<file path="src/rtl/next_pc_gen.sv">
// next_pc_gen: registered next-fetch-address generator.
//
// Computes the next PC for one of five modes (sequential, conditional branch,
// jump, register jump, exception vector) and presents it through a one-stage
// valid/ready pipeline with backpressure. Misaligned register targets and
// reserved modes are redirected to the exception vector. A saturating counter
// tracks how many accepted requests redirected the PC.
//
// Ports:
//   clk          in   rising-edge clock
//   reset        in   synchronous, active-high reset
//   in_valid     in   request valid
//   in_ready     out  request accepted when in_valid && in_ready
//   mode         in   3'b000 SEQ, 001 BRANCH, 010 JUMP, 011 REG, 100 EXC,
//                     101-111 reserved (treated as EXC)
//   pc_in        in   PC of the current instruction
//   imm          in   branch offset in instructions (sign-extended)
//   index        in   jump index field
//   rs_val       in   register-jump target
//   taken        in   branch condition (BRANCH only)
//   out_valid    out  target valid
//   out_ready    in   consumer ready
//   target       out  next PC
//   exc          out  target is the exception vector
//   redirect     out  target differs from the sequential successor
//   redirect_cnt out  saturating count of redirects
module next_pc_gen #(
  parameter int unsigned ADDR_W   = 32,
  parameter int unsigned IDX_W    = 26,
  parameter int unsigned IMM_W    = 16,
  parameter int unsigned ALIGN_SH = 2,
  parameter logic [31:0] EXC_VEC  = 32'h8000_0180,
  parameter int unsigned CNT_W    = 16
) (
  input  logic              clk,
  input  logic              reset,
  input  logic              in_valid,
  output logic              in_ready,
  input  logic [2:0]        mode,
  input  logic [ADDR_W-1:0] pc_in,
  input  logic [IMM_W-1:0]  imm,
  input  logic [IDX_W-1:0]  index,
  input  logic [ADDR_W-1:0] rs_val,
  input  logic              taken,
  output logic              out_valid,
  input  logic              out_ready,
  output logic [ADDR_W-1:0] target,
  output logic              exc,
  output logic              redirect,
  output logic [CNT_W-1:0]  redirect_cnt
);

  typedef enum logic [2:0] {
    MODE_SEQ    = 3'b000,
    MODE_BRANCH = 3'b001,
    MODE_JUMP   = 3'b010,
    MODE_REG    = 3'b011,
    MODE_EXC    = 3'b100
  } mode_e;

  localparam logic [ADDR_W-1:0] EXC_ADDR    = ADDR_W'(EXC_VEC);
  localparam logic [ADDR_W-1:0] INSTR_BYTES = ADDR_W'(1) << ALIGN_SH;

  logic              out_valid_q, out_valid_d;
  logic [ADDR_W-1:0] target_q, target_d;
  logic              exc_q, exc_d;
  logic              redirect_q, redirect_d;
  logic [CNT_W-1:0]  redirect_cnt_q, redirect_cnt_d;

  logic              accept;
  logic [ADDR_W-1:0] seq_addr;
  logic [ADDR_W-1:0] imm_ext;
  logic [ADDR_W-1:0] calc_target;
  logic              calc_exc;
  logic              calc_redirect;

  // Only out_ready reaches in_ready combinationally; the slot is free when
  // empty or when its current contents drain this cycle.
  assign in_ready = !out_valid_q || out_ready;
  assign accept   = in_valid && in_ready;

  always_comb begin
    seq_addr    = pc_in + INSTR_BYTES;
    imm_ext     = ADDR_W'($signed(imm));
    calc_target = seq_addr;
    calc_exc    = 1'b0;
    case (mode)
      MODE_SEQ: calc_target = seq_addr;
      MODE_BRANCH: begin
        if (taken) calc_target = seq_addr + (imm_ext << ALIGN_SH);
      end
      MODE_JUMP: begin
        calc_target = {pc_in[ADDR_W-1:IDX_W+ALIGN_SH], index, {ALIGN_SH{1'b0}}};
      end
      MODE_REG: begin
        if (rs_val[ALIGN_SH-1:0] == '0) begin
          calc_target = rs_val;
        end else begin
          calc_target = EXC_ADDR;
          calc_exc    = 1'b1;
        end
      end
      default: begin
        calc_target = EXC_ADDR;
        calc_exc    = 1'b1;
      end
    endcase
    calc_redirect = (calc_target != seq_addr);
  end

  always_comb begin
    out_valid_d    = in_ready ? in_valid : out_valid_q;
    target_d       = target_q;
    exc_d          = exc_q;
    redirect_d     = redirect_q;
    redirect_cnt_d = redirect_cnt_q;
    if (accept) begin
      target_d   = calc_target;
      exc_d      = calc_exc;
      redirect_d = calc_redirect;
      if (calc_redirect && (redirect_cnt_q != '1)) begin
        redirect_cnt_d = redirect_cnt_q + 1'b1;
      end
    end
  end

  always_ff @(posedge clk) begin
    if (reset) begin
      out_valid_q    <= 1'b0;
      target_q       <= '0;
      exc_q          <= 1'b0;
      redirect_q     <= 1'b0;
      redirect_cnt_q <= '0;
    end else begin
      out_valid_q    <= out_valid_d;
      target_q       <= target_d;
      exc_q          <= exc_d;
      redirect_q     <= redirect_d;
      redirect_cnt_q <= redirect_cnt_d;
    end
  end

  assign out_valid    = out_valid_q;
  assign target       = target_q;
  assign exc          = exc_q;
  assign redirect     = redirect_q;
  assign redirect_cnt = redirect_cnt_q;

endmodule

</file>
<file path="config.mk">
export PLATFORM = sky130hd
export DESIGN_NAME = next_pc_gen
export DESIGN_NICKNAME = d
export VERILOG_FILES = /design/src/rtl/next_pc_gen.sv
export SDC_FILE = /design/constraint.sdc
export NUM_CORES = 1
export LEC_CHECK = 0
export BUFFER_PORTS_ARGS = -buffer_cell sky130_fd_sc_hd__buf_4
export CAP_MARGIN = 20
export CORE_AREA = 10 10 150 152
export CTS_BUF_LIST = sky130_fd_sc_hd__clkbuf_8
export DETAILED_ROUTE_END_ITERATION = 8
export DIE_AREA = 0 0 160 162
export GPL_TIMING_DRIVEN = 1
export SYNTH_ARGS = -nofsm -noshare
export SYNTH_HDL_FRONTEND = slang
export SYNTH_SLANG_ARGS = --single-unit
</file>
<file path="constraint.sdc">
create_clock -name clk -period 6.39 [get_ports clk]
set_clock_uncertainty 0.05 [all_clocks]
set_input_delay 0.639 -clock clk [delete_from_list [all_inputs] [get_ports clk]]
set_output_delay 0.639 -clock clk [all_outputs]
set_load 0.02 [all_outputs]
</file>
* Word level (Yosys, flattened, before mapping)
Cells that the tools add are included.
Cells by class: $add $sub $neg 3, $mul 0, divide/modulo/power cells 0, magnitude comparators 0, equality and inequality tests 5, shift-type cells 0, muxes and demuxes 5, bitwise logic cells 0, reductions and logical operators 8
Operators with widths (number):
- 32-bit case mux with 4 select lines | 1
- 32-bit two-way mux | 2
- 32-bit by 3-bit adder with 32-bit output, second input constant | 1
- 32-bit adder | 1
- 32-bit != test | 1
- 16-bit by 1-bit adder with 16-bit output, second input constant | 1
- 16-bit != test, second input constant | 1
- 3-bit by 2-bit == test with 1-bit output, second input constant | 2
- 3-bit by 1-bit == test with 1-bit output, second input constant | 1
- 3-bit logical NOT | 1
- 3-bit OR reduction | 1
- 1-bit logical AND | 2
- 2-bit logical NOT | 1
- 1-bit case mux with 2 select lines | 1
- 2-bit AND reduction | 1
- 1-bit logical NOT | 1
- 1-bit logical OR | 1
- 1-bit two-way mux | 1
Storage, ports and cells: bits in registers 51, latch bits 0, RAM bits 0, ROM bits 0, output and inout port bits 52, logic and storage cells 26, memories kept 0

* Depth between registers and ports, before layout
depth in word-level cells 7, depth in mapped cells 22

* Worst setup path before layout
OpenSTA, ideal clock, no wires.
kind input to register, start input port pc_in[12], end register redirect_cnt_q[4] (netlist: redirect_cnt[4]), data arrival time 5.081 ns, path slack 1.137 ns, stages 20, path through nand4_2 -> or4_4 -> buf_6 -> nor3_1 -> xor2_1 -> ha_1 -> clkbuf_1 -> a21oi_1 -> o21ai_0 -> a21oi_1 -> o21a_1 -> o31ai_1 -> xor2_1 -> a2111oi_0 -> o2111ai_1 -> or4_4 -> o21ai_4 -> buf_6 -> nor3_2 -> mux2_4
On the way: longest elaborated chain between the ends 7
Ends and longest elaborated chain:
- start: declaration | RTL line 40 | input logic [ADDR_W-1:0] pc_in,
- 32-bit by 3-bit adder with 32-bit output * | RTL line 83 | seq_addr = pc_in + INSTR_BYTES;
- 32-bit adder | RTL line 90 | if (taken) calc_target = seq_addr + (imm_ext << ALIGN_SH);
- 32-bit two-way mux | RTL line 90
- 32-bit case mux with 4 select lines | RTL line 87 | case (mode)
- 32-bit != test * | RTL line 108 | calc_redirect = (calc_target != seq_addr);
- 1-bit logical AND * | RTL line 121 | if (calc_redirect && (redirect_cnt_q != '1)) begin
- 2-bit AND reduction (no line) *
- end signal: assignment | RTL line 139 | redirect_cnt_q <= redirect_cnt_d;
- end: declaration | RTL line 68 | logic [CNT_W-1:0] redirect_cnt_q, redirect_cnt_d;
Mark *: on every way between the ends. The rest lies on a longest branch, timed or not. A chain may end at the register's enable or synchronous reset.

* Worst setup path after layout
start input port pc_in[2], end register redirect_cnt_q[4] (netlist: redirect_cnt[4])
The elaborated chain is that of the path after synthesis.

==> flow_summary.json <==
{
  "wl_per_cell_um": 22.98,
  "r2r-start": "out_valid",
  "fin_ws_ns": 0.4155,
  "syn_area_mm2": 0.006528,
  "final-instance-count-excl-fill": 1333,
  "holdCritStartpoint": "target[1]",
  "synth_top_area_share_pct": 15.64,
  "cp_max_fo": 17,
  "synth.most_common_cell": "nor2_1",
  "p_leak_nw": 3.340,
  "worstMarginPinSlew_ns": 1.034,
  "final_nets": 1217,
  "power_switching_mw": 0.4892,
  "overflow": 0,
  "cp.required_ns": 6.55,
  "combPwrFrac_pct": 50.0,
  "syn_area_per_cell_um2": 7.095,
  "cp_cell_sequence": "buf_4, ha_1, and3_1, xnor2_1, inv_1, ha_1, and2_1, nand3_1, a211o_1, a21boi_0, a21boi_0, xnor2_1, o211a_1, nand4_1, or4_4, o21ai_4, buf_12, nor3_2, mux2_4",
  "hpwl_um": 25030,
  "ir_worst_vdd_mv": 0.08401,
  "holdWs_ns": 0.4120,
  "hold_viol": 0,
  "ys_warn_count": 0,
  "clk_pin_slew_worst_paths_ns": 0.10,
  "clockBufferDepth": 2,
  "gp_congestion": 1.024,
  "critical_path.top_delay_family": "compound AO/OA/AOI/OAI gates",
  "hold_path_class": "reg2reg",
  "num_rows": 51,
  "cts_tree": "built",
  "syn_inst": 920,
  "diodes": 0,
  "firstDrtPassIters": 5,
  "outcome": "completed",
  "worst-setup-path-type": "in2reg",
  "initial_core_util_pct": 33.65,
  "fillCellCount": 2089,
  "cts_buffers": 5,
  "timing.setup.tns_ns": 0,
  "power.internal_mw": 0.6919,
  "seq_power_share_pct": 29.3,
  "track_usage_pct": 22.02,
  "power_density_mw_per_mm2": 143.3,
  "grt_max_degree": 58,
  "viasPerCell": 6.044,
  "critPathLaunchType": "input port",
  "drt-initial-drc-count": 921,
  "crit_start": "pc_in[2]",
  "yosys.area.top_type": "dfxtp_1",
  "synth_edf_count": 0,
  "io_pins": 166,
  "dp_cells": 1325,
  "core_mm2": 0.01940,
  "cts_setup_buffers": 0,
  "syn_nets": 1070,
  "p_sw_share_pct": 41.42,
  "final_core_util_pct": 42.51,
  "finalCriticalPeriod_ns": 5.975,
  "finalCritPeriodShare_pct": 93.50,
  "cts-resized-gates": 0,
  "area_delta_synth_final_pct": 26.32,
  "hold_buffers": 0,
  "num_vias": 8056,
  "antenna_found_initial": 0,
  "synth_common_cells": "nor2_1 (94), nand2_1 (83), a21oi_1 (70)",
  "ys_ff_latch": 51,
  "grt_pass1_vias": 7543,
  "insertion_delay_ns": 0.31,
  "cts_root_buffer": "clkbuf_8",
  "slowest_delay_ns": 0.72,
  "die-area_mm2": 0.02592,
  "rsz0062_at_grt": "false",
  "relSlewSlack_pct": 29.31,
  "die_y_um": 162,
  "synthTopCellsByArea": "dfxtp_1 (16%), ha_1 (6.7%), nor2_1 (5.4%), a21oi_1 (5.4%), nand2_1 (4.8%)",
  "synth_flop_cell": "dfxtp_1",
  "drt-total-wl_um": 30640,
  "finalSetupViolCount": 0,
  "cap_viol_max_count": 0,
  "crit_slowest_cell": "a21boi_0",
  "end_kind": "flip-flop",
  "htree_levels": 2,
  "cts.sinks": 51,
  "power_frac_clock_pct": 20.7,
  "path_buf_inv": 3,
  "die_x_um": 160,
  "yosysUniqueCellTypes": 80,
  "async_reset_ff_share_pct": 0,
  "antenna_left": 0,
  "dp_slack_ns": 0.2954,
  "io_buffers": 165,
  "fmax_mhz": 167.4,
  "final_max_slew_viol_count": 0,
  "ys_seq_area_share_pct": 15.64,
  "cp_data_arrival_time_ns": 6.14,
  "grt_pass1_wl_um": 45570,
  "drive_above_1_share_pct": 22.57,
  "drc": 0
}
[sequential cells by signal, indices dropped and copies added, names as in the netlist]
| signal | count |
|---|---|
| target | 32 |
| redirect_cnt | 16 |
| exc | 1 |
| out_valid | 1 |
| redirect | 1 |
[cell usage in the layout (no fill, tap or decap), types with 14 or more instances in the layout]
cell	count
nor4_1	15
xnor2_1	27
dfxtp_1	51
nand4_1	28
o21ai_0	40
a21o_1	18
xor2_1	18
buf_4	196
nor3_1	32
nor2_1	94
a22oi_1	19
ha_1	35
nand2_1	83
and3_1	14
inv_1	26
nand3_1	45
a21oi_1	70
[worst paths after layout]
kind | end | slack, ns | cells after the start
worst max-delay path | redirect_cnt[4] | 0.42 | 19
worst min register to register | target[1] | 0.41 | 2
worst max register to register | redirect_cnt[13] | 3.80 | 7
worst min-delay path | target[1] | 0.41 | 2
[tightest hold or removal path, cell delays in order (launching register included)]
cell and delay (ns):
dfxtp_1 0.33, nand2_1 0.05, a21oi_1 0.05
[layout make-up]
class / instances / area (um2) / share of cell area (%)
clock buffer: 6 / 82.58 / 1.002
tap: 265 / 331.6 / 4.021
multi-input combinational: 785 / 5177 / 62.79
timing repair buffer: 198 / 1496 / 18.15
inverter: 26 / 97.59 / 1.184
clock inverter: 2 / 38.79 / 0.4704
sequential: 51 / 1021 / 12.38
[cell families after synthesis]
| group | share of synthesized area (%) |
|---|---|
| compound gates | 30.29 |
| simple gates | 32.36 |
| xor+xnor | 6.786 |
| buf+inv | 5.137 |
| mux | 2.779 |
| fa+ha+maj | 7.016 |
| flops | 15.64 |
[power groups by stage]
stage / clock network, mW / registers (mW) / logic [mW]
detailed placement: 0 / 0.354 / 0.574
CTS: 0.249 / 0.346 / 0.576
floorplan: 0 / 0.372 / 0.313
global route: 0.267 / 0.349 / 0.629
global placement: 0 / 0.353 / 0.576
finish: 0.245 / 0.346 / 0.590
[routing by layer]
metal | global-route usage (%) | up-vias | share of wire (%)
met2 | 34.17 | 449 | 44
li1 | - | 3802 | -
met1 | 29.66 | 3745 | 44
met3 | 4.904 | 60 | 9.1
met5 | 0 | - | 0
met4 | 6.845 | 0 | 2.9
[metrics by stage]
stage	area, um2	power (mW)
finish	8245	1.181
detailed placement	8124	0.9276
CTS	8245	1.171
global placement	8119	0.9291
floorplan	6528	0.6849
global route	8245	1.245
No activity file was read; power rests on OpenSTA's default activity.
